### config.mk
export PLATFORM = sky130hd
export DESIGN_NAME = fetch_unit
export DESIGN_NICKNAME = d
export VERILOG_FILES = /design/src/rtl/cpu_pkg.sv /design/src/rtl/branch_cond.sv /design/src/rtl/fetch_unit.sv
export SDC_FILE = /design/constraint.sdc
export NUM_CORES = 1
export LEC_CHECK = 0
export ABC_AREA = 1
export ABC_CLOCK_PERIOD_IN_PS = 2350
export CORE_MARGIN = 4
export CORE_UTILIZATION = 25
export CTS_CLUSTER_SIZE = 25
export DETAILED_ROUTE_END_ITERATION = 8
export GPL_ROUTABILITY_DRIVEN = 1
export GPL_TIMING_DRIVEN = 1
export PLACE_DENSITY = 0.56
export SKIP_LAST_GASP = 1
export SLEW_MARGIN = 30
export SYNTH_ARGS = -nofsm -noshare
export SYNTH_HDL_FRONTEND = slang
export SYNTH_SLANG_ARGS = --single-unit
### constraint.sdc
create_clock -name clk -period 2.35 [get_ports clk]
set_input_delay 0.47 -clock clk [delete_from_list [all_inputs] [get_ports clk]]
set_output_delay 0.47 -clock clk [all_outputs]
set_load 0.01 [all_outputs]
### src/rtl/cpu_pkg.sv
// cpu_pkg: shared constants for the fetch/issue front end.
//   - opcode encodings (instr[15:12])
//   - branch condition encodings (instr[11:9])
//   - fetch FSM state enum
//   - branch offset helper for B (sign-extended word offset)
package cpu_pkg;

    localparam logic [3:0] OP_NOP = 4'h0;
    localparam logic [3:0] OP_ADD = 4'h1;
    localparam logic [3:0] OP_SUB = 4'h2;
    localparam logic [3:0] OP_AND = 4'h3;
    localparam logic [3:0] OP_OR  = 4'h4;
    localparam logic [3:0] OP_XOR = 4'h5;
    localparam logic [3:0] OP_NOT = 4'h6;
    localparam logic [3:0] OP_SHL = 4'h7;
    localparam logic [3:0] OP_SHR = 4'h8;
    localparam logic [3:0] OP_LDI = 4'h9;
    localparam logic [3:0] OP_LD  = 4'hA;
    localparam logic [3:0] OP_ST  = 4'hB;
    localparam logic [3:0] OP_B   = 4'hC;
    localparam logic [3:0] OP_BR  = 4'hD;
    localparam logic [3:0] OP_PCS = 4'hE;
    localparam logic [3:0] OP_HLT = 4'hF;

    localparam logic [2:0] CC_NE = 3'b000;
    localparam logic [2:0] CC_EQ = 3'b001;
    localparam logic [2:0] CC_GT = 3'b010;
    localparam logic [2:0] CC_LT = 3'b011;
    localparam logic [2:0] CC_GE = 3'b100;
    localparam logic [2:0] CC_LE = 3'b101;
    localparam logic [2:0] CC_VS = 3'b110;
    localparam logic [2:0] CC_AL = 3'b111;

    typedef enum logic [1:0] {
        ST_IDLE   = 2'd0,
        ST_FETCH  = 2'd1,
        ST_ISSUE  = 2'd2,
        ST_HALTED = 2'd3
    } fetch_state_t;

    // 9-bit word offset -> 16-bit byte offset
    function automatic logic [15:0] branch_offset(input logic [8:0] imm);
        return {{6{imm[8]}}, imm, 1'b0};
    endfunction

endpackage

### src/rtl/branch_cond.sv
// branch_cond: combinational branch condition evaluator.
// Ports:
//   ccc   - condition code from instr[11:9]
//   flags - registered {Z,V,N}
//   taken - condition is true
module branch_cond
    import cpu_pkg::*;
(
    input  logic [2:0] ccc,
    input  logic [2:0] flags,
    output logic       taken
);

    logic z;
    logic v;
    logic n;

    assign z = flags[2];
    assign v = flags[1];
    assign n = flags[0];

    always_comb begin
        taken = 1'b0;
        case (ccc)
            CC_NE: taken = ~z;
            CC_EQ: taken = z;
            CC_GT: taken = ~z & ~n;
            CC_LT: taken = n;
            CC_GE: taken = z | (~z & ~n);
            CC_LE: taken = n | z;
            CC_VS: taken = v;
            CC_AL: taken = 1'b1;
            default: taken = 1'b0;
        endcase
    end

endmodule

### src/rtl/fetch_unit.sv
// fetch_unit: instruction fetch/issue sequencer with PC, instruction
// register, condition flags and B/BR/HLT handling.
// Ports:
//   clk, rst_n               - clock, async active-low reset
//   imem_req/addr/rdy/data   - instruction memory read handshake
//   instr, instr_valid       - issued instruction (one-cycle ISSUE)
//   pc_plus2                 - PC+2 of the issued instruction
//   jump, branch, br_target  - decoder controls and BR target
//   flags_in, flags_we       - ALU flags {Z,V,N} and write enables
//   halted                   - HLT retired, core stopped
//
// state   | meaning
// --------+---------------------------------------------------
// IDLE    | one dead cycle after reset release
// FETCH   | imem_req high, waiting for imem_rdy
// ISSUE   | instr valid for one cycle, PC update chosen here
// HALTED  | HLT retired; terminal until reset
module fetch_unit
    import cpu_pkg::*;
#(
    parameter logic [15:0] RESET_PC = 16'h0000
) (
    input  logic        clk,
    input  logic        rst_n,
    output logic        imem_req,
    output logic [15:0] imem_addr,
    input  logic        imem_rdy,
    input  logic [15:0] imem_data,
    output logic [15:0] instr,
    output logic        instr_valid,
    output logic [15:0] pc_plus2,
    input  logic        jump,
    input  logic        branch,
    input  logic [15:0] br_target,
    input  logic [2:0]  flags_in,
    input  logic [2:0]  flags_we,
    output logic        halted
);

    fetch_state_t state;
    fetch_state_t state_nxt;
    logic [15:0]  pc;
    logic [15:0]  pc_nxt;
    logic [15:0]  ir;
    logic [15:0]  ir_nxt;
    logic [2:0]   flags;
    logic [3:0]   opcode;
    logic         cond_true;

    assign opcode = ir[15:12];

    branch_cond u_branch_cond (
        .ccc   (ir[11:9]),
        .flags (flags),
        .taken (cond_true)
    );

    always_ff @(posedge clk or negedge rst_n) begin
        if (!rst_n) begin
            state <= ST_IDLE;
            pc    <= RESET_PC;
            ir    <= 16'h0000;
            flags <= 3'b000;
        end else begin
            state <= state_nxt;
            pc    <= pc_nxt;
            ir    <= ir_nxt;
            // flags_we only counts while an instruction is executing
            if (state == ST_ISSUE) begin
                flags <= (flags & ~flags_we) | (flags_in & flags_we);
            end
        end
    end

    always_comb begin
        state_nxt = state;
        pc_nxt    = pc;
        ir_nxt    = ir;
        case (state)
            ST_IDLE: begin
                state_nxt = ST_FETCH;
            end
            ST_FETCH: begin
                if (imem_rdy) begin
                    ir_nxt    = imem_data;
                    state_nxt = ST_ISSUE;
                end
            end
            ST_ISSUE: begin
                if (opcode == OP_HLT) begin
                    state_nxt = ST_HALTED;
                end else begin
                    state_nxt = ST_FETCH;
                    pc_nxt    = pc_plus2;
                    // cond_true reads the flag register, so a same-cycle
                    // flag write cannot affect this decision
                    if (jump && branch && cond_true) begin
                        if (opcode == OP_B) begin
                            pc_nxt = pc_plus2 + branch_offset(ir[8:0]);
                        end else if (opcode == OP_BR) begin
                            pc_nxt = br_target;
                        end
                    end
                end
            end
            ST_HALTED: begin
                state_nxt = ST_HALTED;
            end
            default: begin
                state_nxt = ST_IDLE;
            end
        endcase
    end

    assign imem_req    = (state == ST_FETCH);
    assign imem_addr   = pc;
    assign instr       = ir;
    assign instr_valid = (state == ST_ISSUE);
    assign pc_plus2    = pc + 16'd2;
    assign halted      = (state == ST_HALTED);

endmodule

==> qor.yml <==
cells_and_area:
  post-route-util_pct: 43.4
  antenna_cells: 0
  final_layout_size_suffix_gt1_share_pct: 34.0
  fin_nets: 702
  area_delta_synth_final_pct: 69.3
timing:
  setup_slack_ns: -0.0789
  fin_skew_ns: 0.00675
  finalHoldViolations: 0
  fin_crit_ns: 2.43
  post-route-period-util_pct: 103
  fmax_mhz: 412
  finalMaxSlewViolations: 0
  worstMarginPinSlew_ns: 0.767
  hold_ws_ns: 0.0876
  rsz0062_at_grt: "true"
  relSlewSlack_pct: 48.9
  setup_viol_count_final: 8
setup_path:
  rrSetupSlack_ns: -0.08
  critPathKind: "reg -> reg"
  end_kind: "flop"
  reg2reg_depth: 19
  crit_path_start_kind: "flop"
  r2r-start: "imem_addr[1]"
  crit_path_max_fanout: 4
  endpoint: "imem_addr[15]"
  r2r-end: "imem_addr[15]"
  critPathRequiredTime_ns: 2.53
  cp-startpoint: "imem_addr[1]"
  arrival_ns: 2.61
logic_synthesis:
  synth_edf_count: 0
  synth-main-ff-cell: "dfrtp_1"
  synth_area_leaders: "dfrtp_1, nand2_1, ha_1"
  async_flop_share_pct: 100
  synth_cell_types: 41
  seq_area_frac_synth_pct: 28.5
  ys_top_cells_by_count: "nand2_1, inv_1, nor2_1"
  synth_most_common_cell: "nand2_1"
  synth_area_um2: 3250
  synthCells: 478
  synth_top_area_share_pct: 28.5
  yosys_warnings: 0
  synth_area_per_cell_um2: 6.79
  syn_nets: 540
  yosysTopAreaCell: "dfrtp_1"
  synth_seq_cells: 37
global_route:
  grt_util_all_layers_pct: 15.8
  grt_pass1_vias: 3821
  overflow: 0
  grt_pass1_wl_um: 18600
  grt_max_degree: 19
  antenna_found_initial: 0
placed_design:
  numPortBuffers: 93
  dp_hpwl_um: 9150
  gp_congestion: 0.877
route:
  antenna_left: 0
  wirelength_um: 11800
  dr_total_vias: 3746
  post_drt_via_cell_ratio: 4.61
  wire_per_inst_um: 14.5
  dr.pass1.iters: 7
  drcViolationCount: 0
  drt-initial-drc-count: 204
clock_tree:
  cts.clk_slew.worst_paths_ns: 0.06
  cts.htree.levels: 2
  clock-sinks: 37
  root_buffer: "clkbuf_16"
  numCtsBuffers: 5
  worstSkewPairLatency_ns: 0.29
  clk_path_buf_depth: 2
  tritoncts: "done"
pwr:
  intPower_mw: 4.44
  p_comb_share_pct: 76.1
  switchingPower_mw: 3.87
  p_sw_share_pct: 46.5
  powerDensity_nw_per_um2: 1510
  p_clk_share_pct: 8.9
  ir_drop_mv: 0.534
  seqPwrFrac_pct: 15.0
  power_leakage_nw: 2.55
floorplanning:
  start_util_pct: 25.6
  io_pins: 94
  core_area_um2: 12700
  die_area_um2: 14900
  die_x_um: 122
  die_h_um: 122
  rows: 41
status:
  status: "finished with violations"
  violations: "negative setup slack"
run:
  cap_violations: 0
min_path:
  hold_path_class: "in -> async"
-- metrics by stage --
step / cells / worst slack, ns / total power [mW] / setup TNS (ns) / cell area [um2]
final: 813 / -0.0789 / 8.31 / -0.290 / 5500
after global routing: 813 / -0.244 / 8.97 / -1.93 / 5500
after CTS: 810 / -0.0889 / 7.52 / -0.348 / 5230
after detailed placement: 795 / -0.224 / 6.31 / -1.47 / 4820
after global placement: 795 / -0.227 / 6.30 / -1.30 / 4820
after floorplan: 478 / 0.00533 / 3.84 / 0 / 3270
-- routing by layer --
layer	routed length, um	vias up	GRT usage, %
met2	5580	119	26.8
met3	864	18	4.83
met4	214	0	4.62
met1	5110	1739	19.4
met5	0	-	0
li1	-	1870	-
-- power groups by stage --
| stage | sequential, mW | combinational, mW | clock, mW |
|---|---|---|---|
| finish | 1.25 | 6.33 | 0.738 |
| global route | 1.29 | 6.90 | 0.778 |
| CTS | 1.23 | 5.53 | 0.757 |
| detailed placement | 1.22 | 5.09 | 0 |
| global placement | 1.22 | 5.08 | 0 |
| floorplan | 1.29 | 2.55 | 0 |
-- final cells by class --
class / count / area, um2
clock buffers: 7 / 153
clock inverters: 1 / 8.76
fillers: 1291 / 7180
inverters: 64 / 241
multi-input cells: 369 / 2490
flip-flops and latches: 37 / 931
well taps: 172 / 215
repair buffers: 163 / 1460
-- worst max-delay path: stages, from the launching register on --
cell	delay, ns
dfrtp_2	0.41
ha_4	0.16
nand3_4	0.09
nor2_8	0.17
nand2_4	0.07
nor2_4	0.12
xor2_2	0.19
inv_2	0.10
ha_4	0.29
nand2_4	0.06
nor2_4	0.13
nand2_1	0.06
inv_1	0.05
nand2_1	0.07
nand2_2	0.09
nand3_2	0.07
nand3_2	0.06
nand2_1	0.04
nand2_1	0.05
nand2_1	0.04
-- placed cells by master (no fill, tap or decap), drive strengths merged, types with 8 or more instances in the layout --
| cell type | netlist | routed |
|---|---|---|
| nand3 | 44 | 44 |
| dfrtp | 37 | 37 |
| clkdlybuf4s50 | 0 | 79 |
| inv | 63 | 64 |
| ha | 18 | 18 |
| nor2 | 56 | 56 |
| nand2 | 152 | 152 |
| nand4 | 8 | 8 |
| mux2 | 11 | 11 |
| buf | 7 | 71 |
| clkbuf | 1 | 12 |
| o21ai | 18 | 18 |
| a21oi | 33 | 33 |
-- registers in the layout (all words and copies together) (netlist names), named ones only --
register,count
imem_addr,16
instr,16
state,2
-- cells by family (layout without fill, tap and decap cells) --
| family | Yosys count | count (layout) | share of synthesized area [%] |
|---|---|---|---|
| buffers and inverters | 72 | 235 | 9.17 |
| and+or+nand+nor | 270 | 270 | 38.1 |
| xor gates and xnor gates | 5 | 5 | 1.58 |
| adders and majority gates | 19 | 19 | 7.56 |
| DFF | 37 | 37 | 28.5 |
| muxes | 11 | 11 | 3.82 |
| AOI/OAI and AO/OA | 64 | 64 | 11.2 |
-- repair_timing --
item,4_1_cts,5_1_grt
endpoints found under the hold margin,0,0
endpoints found under the setup margin,24,22
pin swaps,18,38
hold buffers,0,0
resized for setup,63,76
setup buffers,7,3
-- worst min-delay path by stage --
stage,from,endpoint,slack [ns]
after floorplan,rst_n,asynchronous set/reset pin,0.17
after global placement,rst_n,imem_addr[0],0.41
after detailed placement,rst_n,imem_addr[0],0.40
after CTS,rst_n,imem_addr[0],0.09
after global routing,rst_n,asynchronous set/reset pin,0.11
final,rst_n,imem_addr[0],0.09
Note: power is estimated with default switching activity, not from simulation.
